==> src/rtl/apb_mat_acc.sv <==
// apb_mat_acc -- APB responder computing C = A x B over 2x2 unsigned 8-bit
// matrices with a single sequential multiply-accumulate engine.
//
// Ports:
//   clk, rst_n        block clock, asynchronous active-low reset
//   PADDR             APB byte address (offset = PADDR[7:0])
//   PSEL/PENABLE/
//   PWRITE/PWDATA     APB request
//   PRDATA            read data, combinational in the access phase
//   PREADY            tied 1 (zero wait states)
//   PSLVERR           error response, valid in the access phase
//   irq_o             completion interrupt (only with MAT_ACC_IRQ_EN)
//
// Register map: 0x00 CTRL (bit0 start pulse, bit1 irq_en), 0x04 STATUS
// (bit0 busy, bit1 done W1C), 0x10 A, 0x14 B, 0x20..0x2C C00..C11 (RO).
// Build option: define MAT_ACC_IRQ_EN to add irq_o and the irq_en bit.
module apb_mat_acc #(
  parameter int unsigned APB_ADDR_WIDTH = 12
) (
  input  logic                      clk,
  input  logic                      rst_n,
  input  logic [APB_ADDR_WIDTH-1:0] PADDR,
  input  logic                      PSEL,
  input  logic                      PENABLE,
  input  logic                      PWRITE,
  input  logic [31:0]               PWDATA,
  output logic [31:0]               PRDATA,
  output logic                      PREADY,
  output logic                      PSLVERR
`ifdef MAT_ACC_IRQ_EN
  ,
  output logic                      irq_o
`endif
);

  typedef enum logic [1:0] {IDLE, CALC, DONE} state_e;

  state_e      state_q, state_d;
  logic [2:0]  cnt_q, cnt_d;
  logic [31:0] a_q, b_q;
  logic [16:0] c_q [4];
  logic        done_q, done_d;
  logic        busy, mac_en, clr_c, set_done;

  // Only the low byte selects a register; upper address bits are ignored.
  logic [7:0] off;
  assign off = PADDR[7:0];

  if (APB_ADDR_WIDTH > 8) begin : g_addr_hi
    logic unused_addr_hi;
    assign unused_addr_hi = ^PADDR[APB_ADDR_WIDTH-1:8];
  end

  logic sel_ctrl, sel_stat, sel_a, sel_b, sel_c, mapped;
  logic access, err, wr_en, start_req;

  always_comb begin
    sel_ctrl = (off == 8'h00);
    sel_stat = (off == 8'h04);
    sel_a    = (off == 8'h10);
    sel_b    = (off == 8'h14);
    sel_c    = (off == 8'h20) || (off == 8'h24) || (off == 8'h28) || (off == 8'h2C);
    mapped   = sel_ctrl | sel_stat | sel_a | sel_b | sel_c;
  end

  assign access    = PSEL & PENABLE;
  assign err       = access & (~mapped | (PWRITE & sel_c) | (PWRITE & busy & (sel_a | sel_b)));
  assign wr_en     = access & PWRITE & ~err;
  assign start_req = wr_en & sel_ctrl & PWDATA[0];

  // FSM: state register
  always_ff @(posedge clk or negedge rst_n) begin
    if (!rst_n) begin
      state_q <= IDLE;
      cnt_q   <= '0;
    end else begin
      state_q <= state_d;
      cnt_q   <= cnt_d;
    end
  end

  // FSM: next state. cnt_q walks the 8 MAC steps: [2]=row, [1]=col, [0]=term.
  always_comb begin
    state_d = state_q;
    cnt_d   = cnt_q;
    case (state_q)
      IDLE: if (start_req) begin
        state_d = CALC;
        cnt_d   = '0;
      end
      CALC: begin
        cnt_d = cnt_q + 3'd1;
        if (cnt_q == 3'd7) state_d = DONE;
      end
      DONE:    state_d = IDLE;
      default: state_d = IDLE;
    endcase
  end

  // FSM: outputs
  always_comb begin
    busy     = (state_q == CALC);
    mac_en   = (state_q == CALC);
    clr_c    = (state_q == IDLE) & start_req;
    set_done = (state_q == CALC) & (cnt_q == 3'd7);
  end

  // Element (r,k) of A times element (k,c) of B for the current step.
  logic [7:0]  a_el, b_el;
  logic [15:0] prod;
  assign a_el = a_q[8*{cnt_q[2], cnt_q[0]} +: 8];
  assign b_el = b_q[8*{cnt_q[0], cnt_q[1]} +: 8];
  assign prod = {8'b0, a_el} * {8'b0, b_el};

  always_ff @(posedge clk or negedge rst_n) begin
    if (!rst_n) begin
      a_q <= '0;
      b_q <= '0;
      for (int unsigned i = 0; i < 4; i++) c_q[i] <= '0;
    end else begin
      if (wr_en & sel_a) a_q <= PWDATA;
      if (wr_en & sel_b) b_q <= PWDATA;
      if (clr_c) begin
        for (int unsigned i = 0; i < 4; i++) c_q[i] <= '0;
      end else if (mac_en) begin
        c_q[cnt_q[2:1]] <= c_q[cnt_q[2:1]] + {1'b0, prod};
      end
    end
  end

  // Completion set takes priority over a coincident W1C.
  always_comb begin
    done_d = done_q;
    if (wr_en & sel_stat & PWDATA[1]) done_d = 1'b0;
    if (set_done)                     done_d = 1'b1;
  end

  always_ff @(posedge clk or negedge rst_n) begin
    if (!rst_n) done_q <= 1'b0;
    else        done_q <= done_d;
  end

`ifdef MAT_ACC_IRQ_EN
  logic irq_en_q, irq_en_d, irq_q;
  assign irq_en_d = (wr_en & sel_ctrl) ? PWDATA[1] : irq_en_q;

  // Registered from next-state values so irq_o tracks done & irq_en exactly.
  always_ff @(posedge clk or negedge rst_n) begin
    if (!rst_n) begin
      irq_en_q <= 1'b0;
      irq_q    <= 1'b0;
    end else begin
      irq_en_q <= irq_en_d;
      irq_q    <= done_d & irq_en_d;
    end
  end
  assign irq_o = irq_q;
`endif

  logic [31:0] rdata;
  always_comb begin
    rdata = '0;
    case (off)
`ifdef MAT_ACC_IRQ_EN
      8'h00: rdata[1] = irq_en_q;
`endif
      8'h04: rdata = {30'b0, done_q, busy};
      8'h10: rdata = a_q;
      8'h14: rdata = b_q;
      8'h20: rdata = {15'b0, c_q[0]};
      8'h24: rdata = {15'b0, c_q[1]};
      8'h28: rdata = {15'b0, c_q[2]};
      8'h2C: rdata = {15'b0, c_q[3]};
      default: rdata = '0;
    endcase
  end

  assign PRDATA  = (PSEL & ~PWRITE) ? rdata : '0;
  assign PREADY  = 1'b1;
  assign PSLVERR = err;

endmodule

==> config.mk <==
export PLATFORM = sky130hd
export DESIGN_NAME = apb_mat_acc
export DESIGN_NICKNAME = d
export VERILOG_FILES = /design/src/rtl/apb_mat_acc.sv
export SDC_FILE = /design/constraint.sdc
export NUM_CORES = 1
export LEC_CHECK = 0
export ABC_CLOCK_PERIOD_IN_PS = 7800
export BUFFER_PORTS_ARGS = -buffer_cell sky130_fd_sc_hd__clkbuf_2
export CAP_MARGIN = 20
export CORE_ASPECT_RATIO = 1.4
export CORE_MARGIN = 2
export CORE_UTILIZATION = 30
export DETAILED_ROUTE_END_ITERATION = 10
export GPL_TIMING_DRIVEN = 1
export PLACE_DENSITY = 0.49
export SYNTH_ARGS = -nofsm -noshare
export SYNTH_HDL_FRONTEND = slang
export SYNTH_SLANG_ARGS = --single-unit
export TNS_END_PERCENT = 1
==> constraint.sdc <==
create_clock -name clk -period 7.8 [get_ports clk]
set_input_delay 0 -clock clk [delete_from_list [all_inputs] [get_ports clk]]
set_output_delay 0 -clock clk [all_outputs]
set_load 0.01 [all_outputs]
==> results of run 1 <==
[cell families after synthesis]
logic type	after synthesis	share of synthesized area, %
buffers and inverters	145	6.264
AND/OR/NAND/NOR	260	13.03
XOR/XNOR	10	0.9041
multiplexers	111	16.56
flip-flops	138	35.65
adder cells (fa/ha/maj)	90	15.50
other	1	0.03871
AO/OA/AOI/OAI	183	12.05
[worst min path at each step]
| stage | endpoint | slack, ns | start | depth (start not counted) |
|---|---|---|---|---|
| final | b_q[9] | 0.14 | rst_n | 2 |
| after global routing | b_q[9] | 0.19 | rst_n | 2 |
| after global placement | b_q[17] | 0.06 | rst_n | 1 |
| after detailed placement | b_q[17] | 0.05 | rst_n | 1 |
| after floorplan | a_q[0] | -0.30 | rst_n | 0 |
| after CTS | a_q[9] | 0.16 | rst_n | 2 |
[layer usage]
metal	part of all wire, %	wire [µm]	GRT usage [%]	up-vias
met2	51	14820	31.43	217
met3	4.0	1168	2.180	43
li1	-	-	-	3494
met4	3.1	902	7.523	0
met1	42	12210	22.50	3835
met5	0	0	0	-
[worst max-delay path, cell delays in order, from the launching register on]
cell and delay, ns:
dfrtp_2 0.81, buf_4 0.39, mux4_2 0.67, and2_1 0.22, fa_1 0.47, fa_1 0.46
fa_1 0.51, inv_1 0.05, fa_1 0.47, inv_1 0.04, ha_1 0.32, a21oi_1 0.21
o21ai_0 0.26, and4_1 0.32, or3_1 0.45, a32o_1 0.28
[layout make-up]
cell class                      instances  share of cell area (%)
Tap cell                              395                   4.348
Clock buffer                           18                   3.776
Timing Repair Buffer                  123                   7.387
Sequential cell                       138                   30.39
Multi-Input combinational cell        655                   49.55
Clock inverter                         14                   1.508
Inverter                               92                   3.038
[Yosys cell counts, types with 33 or more instances]
cell type  number  area (µm²)
dfrtp_1       138        3453
inv_1          92       345.3
nand2_1        85       319.1
mux2_2         63       709.4
nand3_1        54       270.3
fa_1           50        1001
o21ai_0        49       245.2
and2_1         43       269.0
nor2_1         42       157.7
a21oi_1        41       205.2
ha_1           40       500.5
mux4_2         33       743.2
[state kept, by name (all words and copies together) (netlist names)]
signal   count
state_q      2
a_q         32
c_q         68
b_q         32
done_q       1
cnt_q        3
[cell usage in the layout, fill, tap and decap left out, types with 6 or more instances in the layout]
cell type / n
nor3_1: 8
dfrtp_1: 137
ha_1: 40
nand2_1: 85
mux2_2: 63
clkbuf_16: 17
a222oi_1: 16
o21ai_0: 49
and2_1: 43
o21ai_1: 20
mux4_2: 33
clkbuf_2: 76
a21o_1: 6
dlygate4sd3_1: 33
buf_4: 12
a21oi_1: 41
a22oi_1: 17
inv_1: 92
fa_1: 50
nand3_1: 54
xor2_1: 6
nor2_1: 40
mux2i_1: 14
[power by group through the flow]
stage	Clock (mW)	Combinational, mW	Sequential [mW]
floorplan	0	0.253	0.774
global placement	0	0.349	0.797
detailed placement	0	0.354	0.797
CTS	0.853	0.368	0.785
global route	0.882	0.414	0.789
finish	0.840	0.363	0.784
[timing repair]
item	in CTS	in global routing
hold buffers	33	0
endpoints found under the hold margin	130	0
buffers inserted	0	0
[through the flow]
step,setup WS (ns),util (%)
6_report,1.748,35.86
5_1_grt,1.302,35.86
4_1_cts,1.709,35.77
3_5_place_dp,1.726,32.83
3_3_place_gp,1.708,32.83
2_1_floorplan,2.402,-
==> reports/metrics.yaml, run 1 <==
clock_network:
  cts.sinks: 138
  root_buffer: "clkbuf_16"
  path_clk_slew_ns: 0.06
  numCtsBuffers: 17
  clock_path_buffers: 2
  clk_latency_ns: 0.44
  post_cts_resized: 0
  cts_tree: "done"
  htreeDepth: 4
worst_setup_path:
  cp-startpoint: "cnt_q[1]"
  required_ns: 8.12
  cp-end-kind: "flop"
  critical_path_class: "flop to flop"
  r2r-start: "cnt_q[1]"
  ff2ff_setup_slack_ns: 1.75
  ff2ff_path_depth: 15
  crit_end: "c_q[16]"
  startpoint_type: "flop"
  r2r-end: "c_q[16]"
  arrival_ns: 6.38
  path_max_fanout: 24
detailed_routing:
  routed_wl_um: 29100
  firstDrtPassIters: 6
  drt_iter0_markers: 469
  drtAntennaViolNets: 0
  drcViolationCount: 0
  vias: 7589
  wl_per_cell_um: 20.28
  via_per_inst: 5.289
cells_and_area:
  instances_no_fill: 1435
  layout-drive-gt1-share_pct: 21.92
  register_area_um2: 3455
  antenna_cells: 0
  layout.nets: 1166
  area_delta_synth_final_pct: 17.33
  multi_input_area_um2: 5632
  fill_cells: 3145
  design_area_um2: 11370
synth:
  postSynthCellCount: 938
  synthFlopType: "dfrtp_1"
  syn_avg_cell_area_um2: 10.33
  ys_warn_count: 0
  synth_edf_count: 0
  mappedNetlistArea_um2: 9687
  syn_nets: 1077
  synth_cell_types: 62
  synthArstFlopShare_pct: 100.0
  synth_seq_cells: 138
  ys_seq_area_share_pct: 35.65
power_and_ir_drop:
  fin_total_pwr_mw: 1.986
  power_frac_seq_pct: 39.4
  p_clk_share_pct: 42.3
  p_sw_uw: 585.9
  p_sw_share_pct: 29.49
  p_leak_nw: 5.286
  power_density_nw_per_um2: 174.8
  ir_drop_v: 0.0002061
  p_comb_share_pct: 18.3
  intPower_mw: 1.401
grt:
  track_usage_pct: 18.03
  overflow: 0
  grt_max_degree: 74
  antenna_found_initial: 0
  first_global_vias: 8041
  grt_pass1_wl_um: 46530
floorplan:
  initial_core_util_pct: 30.56
  die_x_um: 155.9
  die_height_um: 216.6
  die_area_um2: 33760
  fp.coreArea_um2: 31700
  rows: 77
  ioPinCount: 83
worst_hold_path:
  hp-class: "input pin to async pin"
timing:
  fin_crit_ns: 6.052
  tightest_slew_ns: 1.076
  finalCritPeriodShare_pct: 77.58
  final_max_slew_viol_count: 0
  slew_headroom_pct: 28.17
  fin_skew_ns: 0.009081
  hold_viol: 0
  fmax_mhz: 165.2
  rsz0062_at_grt: "false"
  holdWs_ns: 0.1375
  setup_violations: 0
  tns_ns: 0
job:
  drv_cap: 0
placed_design:
  dp_hpwl_um: 21260
  gp_congestion: 0.8329
  port_buffers: 77
  dp.cells: 1369
  place_area_um2: 10410
outcome:
  status: "finished, final reports clean"
Power figures use the tool's default switching activity.
==> run 2, diff against run 1 <==
--- a/config.mk
+++ b/config.mk
@@ -5,7 +5,7 @@
 export SDC_FILE = /design/constraint.sdc
 export NUM_CORES = 1
 export LEC_CHECK = 0
-export ABC_CLOCK_PERIOD_IN_PS = 7800
+export ABC_CLOCK_PERIOD_IN_PS = 5400
 export BUFFER_PORTS_ARGS = -buffer_cell sky130_fd_sc_hd__clkbuf_2
 export CAP_MARGIN = 20
 export CORE_ASPECT_RATIO = 1.4
@@ -13,7 +13,7 @@
 export CORE_UTILIZATION = 30
 export DETAILED_ROUTE_END_ITERATION = 10
 export GPL_TIMING_DRIVEN = 1
-export PLACE_DENSITY = 0.49
+export PLACE_DENSITY = 0.5
 export SYNTH_ARGS = -nofsm -noshare
 export SYNTH_HDL_FRONTEND = slang
 export SYNTH_SLANG_ARGS = --single-unit
==> constraint.sdc (replaced) <==
create_clock -name clk -period 5.4 [get_ports clk]
set_input_delay 0 -clock clk [delete_from_list [all_inputs] [get_ports clk]]
set_output_delay 0 -clock clk [all_outputs]
set_load 0.01 [all_outputs]
==> run 2 against run 1 <==
Effect of this change: maximum frequency up 16%; die area did not move; clock skew is 0.0030 ns higher; sequential cell count unchanged; final area rose by 2.4%; via count up 1.6%; non-clock buffer count is 32 higher; combinational power is 69% higher; setup slack worse by 1.5 ns; critical path depth is the same; worst hold slack better by 0.016 ns; critical endpoint is now c_q[33]; sequential share of layout area shrank 0.69 points.
==> reports/metrics.yaml, run 2 (synthesized netlist as in run 1, its figures left out) <==
floorplan:
  ioPinCount: 83
  fp.coreArea_um2: 31700
  die_height_um: 216.6
  die_area_um2: 33760
  die_x_um: 155.9
  rows: 77
  initial_core_util_pct: 30.56
worst_setup_path:
  r2r-end: "c_q[33]"
  startpoint_type: "flop"
  ff2ff_setup_slack_ns: 0.20
  critical_path_class: "flop to flop"
  ff2ff_path_depth: 15
  required_ns: 5.72
  cp-end-kind: "flop"
  r2r-start: "cnt_q[0]"
  arrival_ns: 5.52
  path_max_fanout: 19
power_and_ir_drop:
  intPower_mw: 2.000
  p_leak_nw: 5.436
  p_sw_share_pct: 30.33
  power_density_nw_per_um2: 246.7
  power_frac_seq_pct: 38.8
  p_sw_uw: 870.8
  p_comb_share_pct: 21.3
  p_clk_share_pct: 39.9
  ir_drop_v: 0.0003081
detailed_routing:
  firstDrtPassIters: 8
  drtAntennaViolNets: 0
  via_per_inst: 5.256
  wirelength_met1_um: 12140
  wl_per_cell_um: 19.69
  routed_wl_um: 28890
  met2WireLength_um: 15190
  drcViolationCount: 0
  wl_met3_um: 955
  highest_layer: "met4"
  vias: 7711
  drt_iter0_markers: 466
placed_design:
  port_buffers: 77
  gp_congestion: 0.8520
  dp_hpwl_um: 21600
worst_hold_path:
  hp-class: "input pin to flop"
  min_from: "PADDR[5]"
  hold_end: "done_q"
  min_path_cells: 6
timing:
  slew_headroom_pct: 29.39
  holdWs_ns: 0.1533
  rsz0062_at_grt: "false"
  fin_crit_ns: 5.199
  fmax_mhz: 192.3
  setup_violations: 0
  fin_skew_ns: 0.01212
  tns_ns: 0
  finalCritPeriodShare_pct: 96.28
  tightest_slew_ns: 1.058
  final_max_slew_viol_count: 0
  hold_viol: 0
clock_network:
  clock_path_buffers: 2
  numCtsBuffers: 17
  htreeDepth: 4
  root_buffer: "clkbuf_16"
  cts.sinks: 138
  path_clk_slew_ns: 0.06
  cts_tree: "done"
  clk_latency_ns: 0.44
cells_and_area:
  fin_util_pct: 36.71
  largestRegisters: "c_q x68, a_q x32, b_q x32"
  antenna_cells: 0
  layout_common_cells: "136 x dfrtp_1, 92 x inv_1, 85 x nand2_1"
  layout-drive-gt1-share_pct: 24.72
  area_delta_synth_final_pct: 20.11
  largest_reg_flops: 68
  fill_cells: 3156
  regMostFlops: "c_q"
  layout_commonest_cell: "dfrtp_1"
  layout.nets: 1198
grt:
  antenna_found_initial: 0
  track_usage_pct: 17.98
  overflow: 0
  first_global_vias: 8206
  grt_max_degree: 96
  grt_pass1_wl_um: 46600
job:
  drv_cap: 0
outcome:
  status: "finished, final reports clean"
[run 2: cell types whose count changed in the layout (fill, tap and decap cells not counted), moves of 2 or more]
cell,change
inv_6,+2
bufinv_16,-2
buf_12,+2
o21ai_0,-2
clkinvlp_4,+2
clkinv_2,-2
buf_4,+30
o21ai_1,+2
[run 2: worst max path at each step]
stage              from  slack (ns)      end
6_report       cnt_q[0]        0.20  c_q[33]
5_1_grt        cnt_q[0]        0.02  c_q[65]
4_1_cts        cnt_q[2]        0.06  c_q[63]
3_5_place_dp   cnt_q[2]        0.04  c_q[63]
3_3_place_gp   cnt_q[2]        0.15  c_q[63]
2_1_floorplan  cnt_q[0]       0.002  c_q[16]
[run 2: layout make-up]
class	instances	area, µm²	share of cell area (%)
clock inverter	14	136.4	1.172
multi-input combinational	655	5659	48.64
sequential	138	3456	29.70
tap	395	494.2	4.248
timing repair buffer	155	1105	9.496
inverter	92	345.3	2.968
clock buffer	18	439.2	3.775
[run 2: repair_timing]
action	CTS	global route
hold endpoints to repair	159	0
setup buffers	0	1
gates resized for setup	0	7
setup endpoints to repair	0	17
hold buffers	33	0
[run 2: metal layers]
layer / global-route usage (%) / vias up
met3: 2.639 / 31
met2: 32.24 / 185
met4: 6.086 / 0
met1: 21.95 / 3951
li1: - / 3544
met5: 0 / -
[run 2: critical path: stages (launching register included)]
cell	delay [ns]
dfrtp_1	0.37
buf_12	0.18
mux4_2	0.63
and2_1	0.23
fa_1	0.55
fa_1	0.43
fa_1	0.49
inv_1	0.05
fa_1	0.47
inv_1	0.04
ha_1	0.34
a21oi_2	0.18
o211ai_1	0.16
and4_1	0.21
or3_1	0.46
a32o_1	0.29
[run 2: power by group through the flow]
stage	Sequential, mW	Clock [mW]	Combinational [mW]
after floorplan	1.12	0	0.366
after global placement	1.13	0	0.588
after detailed placement	1.13	0	0.593
after CTS	1.11	1.17	0.615
after global routing	1.12	1.21	0.691
final	1.11	1.14	0.612
[run 2: stage by stage]
stage          setup slack, ns  instances  cell area, µm²  power [mW]
4_1_cts                0.05554       1465           11570       2.897
3_5_place_dp           0.04074       1400           10670       1.726
5_1_grt                0.01641       1467           11630       3.019
3_3_place_gp            0.1523       1400           10670       1.721
6_report                0.2008       1467           11630       2.871
2_1_floorplan         0.002229        938            9687       1.484
==> run 3, diff against run 2 <==
--- a/config.mk
+++ b/config.mk
@@ -14,6 +14,7 @@
 export DETAILED_ROUTE_END_ITERATION = 10
 export GPL_TIMING_DRIVEN = 1
 export PLACE_DENSITY = 0.5
+export SETUP_SLACK_MARGIN = 0.3
 export SYNTH_ARGS = -nofsm -noshare
 export SYNTH_HDL_FRONTEND = slang
 export SYNTH_SLANG_ARGS = --single-unit
==> run 3 against run 2 <==
Effect of this change: combinational power rose by 14%; sequential power is essentially flat; critical path depth is 4 higher; setup slack improved by 0.17 ns; maximum frequency is 3.3% higher; core utilization up 1.2 points; clock skew fell by 0.0037 ns; critical path type unchanged; critical endpoint is now c_q[48]; largest power group unchanged; highest routed layer unchanged.
==> reports/metrics.yaml, run 3 (synthesized netlist as in run 1, its figures left out) <==
grt:
  overflow: 0
  track_usage_pct: 18.06
  grt_pass1_wl_um: 46520
  first_global_vias: 8017
  grt_max_degree: 88
  antenna_found_initial: 0
job:
  drv_cap: 0
timing:
  fmax_mhz: 198.7
  tns_ns: 0
  rsz0062_at_grt: "true"
  tightest_slew_ns: 1.070
  worst_slack_ns: 0.3664
  fin_skew_ns: 0.008450
  fin_crit_ns: 5.034
  hold_viol: 0
  finalCritPeriodShare_pct: 93.21
  final_max_slew_viol_count: 0
  slew_headroom_pct: 28.47
  setup_violations: 0
floorplan:
  die_area_um2: 33760
  rows: 77
  die_x_um: 155.9
  initial_core_util_pct: 30.56
  die_height_um: 216.6
  fp.coreArea_um2: 31700
  ioPinCount: 83
clock_network:
  clk_latency_ns: 0.44
  root_buffer: "clkbuf_16"
  clock_path_buffers: 2
  numCtsBuffers: 17
  cts_tree: "done"
  htreeDepth: 4
  path_clk_slew_ns: 0.06
  cts.sinks: 138
worst_setup_path:
  r2r-end: "c_q[48]"
  cp-end-kind: "flop"
  cp-startpoint: "cnt_q[0]"
  ff2ff_setup_slack_ns: 0.37
  arrival_ns: 5.31
  path_max_fanout: 7
  required_ns: 5.68
  startpoint_type: "flop"
  crit_end: "c_q[48]"
  r2r-start: "cnt_q[0]"
  critical_path_class: "flop to flop"
  ff2ff_path_depth: 19
detailed_routing:
  routed_wl_um: 29680
  wl_per_cell_um: 20.07
  drtAntennaViolNets: 0
  firstDrtPassIters: 6
  vias: 7691
  drcViolationCount: 0
  via_per_inst: 5.200
  drt_iter0_markers: 462
placed_design:
  dp.cells: 1393
  dp_hpwl_um: 21690
  gp_congestion: 0.8298
  pre_cts_ws_ns: 0.1242
  port_buffers: 77
cells_and_area:
  layout-drive-gt1-share_pct: 30.17
  area_delta_synth_final_pct: 23.92
  antenna_cells: 0
  fin_util_pct: 37.87
  largest_reg_flops: 68
  instances_no_fill: 1479
  layout_common_cells: "135 x dfrtp_1, 88 x inv_1, 79 x nand2_1"
  layout_commonest_cell: "dfrtp_1"
  layout.nets: 1210
  largestRegisters: "c_q x68, a_q x32, b_q x32"
  regMostFlops: "c_q"
outcome:
  status: "finished, final reports clean"
power_and_ir_drop:
  p_leak_nw: 5.550
  p_sw_uw: 904.0
  ir_drop_v: 0.0002039
  power_density_nw_per_um2: 246.9
  fin_total_pwr_mw: 2.964
  intPower_mw: 2.060
  p_sw_share_pct: 30.50
  p_comb_share_pct: 23.6
  power_frac_seq_pct: 37.7
  p_clk_share_pct: 38.7
worst_hold_path:
  hp-class: "input pin to flop"
run 3: worst min path at each step:
stage                           to  slack [ns]  cells past startpoint     start
after floorplan             a_q[0]       -0.30                      0     rst_n
after global placement     b_q[17]        0.12                      1     rst_n
after detailed placement   a_q[17]        0.12                      1     rst_n
after CTS                   done_q        0.15                      6  PADDR[5]
after global routing      cnt_q[1]        0.22                      4  PADDR[4]
final                       done_q        0.16                      6  PADDR[5]
run 3: per-stage QoR:
step | hold WS [ns] | cell area (µm²)
3_5_place_dp | 0.1181 | 10610
3_3_place_gp | 0.1183 | 10590
4_1_cts | 0.1496 | 11600
2_1_floorplan | -0.2956 | 9694
5_1_grt | 0.2245 | 12000
6_report | 0.1622 | 12000
run 3: power groups by stage:
stage / Sequential [mW] / Combinational [mW] / Clock [mW]
6_report: 1.12 / 0.698 / 1.15
5_1_grt: 1.12 / 0.776 / 1.21
2_1_floorplan: 1.12 / 0.367 / 0
3_5_place_dp: 1.13 / 0.586 / 0
3_3_place_gp: 1.13 / 0.582 / 0
4_1_cts: 1.12 / 0.631 / 1.16
run 3: area by class of cell:
| cell class | count | area (µm²) |
|---|---|---|
| well taps | 395 | 494.2 |
| flip-flops and latches | 138 | 3457 |
| inverters | 92 | 345.3 |
| multi-input cells | 655 | 5896 |
| repair buffers | 167 | 1241 |
| clock buffers | 20 | 456.7 |
| clock inverters | 12 | 113.9 |
| fillers | 3140 | 19690 |
run 3: worst max-delay path, cell delays in order (launching register included):
cell,delay [ns]
dfrtp_2,0.43
clkbuf_16,0.18
mux4_2,0.61
buf_4,0.19
nand2_1,0.07
fa_1,0.46
fa_1,0.50
inv_1,0.05
fa_1,0.48
inv_1,0.05
fa_1,0.47
inv_1,0.06
ha_4,0.23
nor2_1,0.11
o21ai_1,0.10
buf_4,0.17
a2111o_1,0.39
nand4_1,0.09
buf_6,0.14
o2bb2ai_1,0.07
run 3: routing by layer:
layer | vias to the layer above | GRT usage (%) | share of wire [%]
met5 | - | 0 | 0
met4 | 0 | 6.177 | 2.9
met3 | 42 | 2.939 | 3.7
met2 | 174 | 32.67 | 52
met1 | 3905 | 21.59 | 41
li1 | 3570 | - | -
run 3: what timing repair did:
action | CTS | global route
setup buffers | 6 | 13
pin swaps | 2 | 33
cloned | 0 | 1
endpoints found under the setup margin | 28 | 40
endpoints found under the hold margin | 151 | 0
resized for setup | 14 | 66
hold buffers | 33 | 0
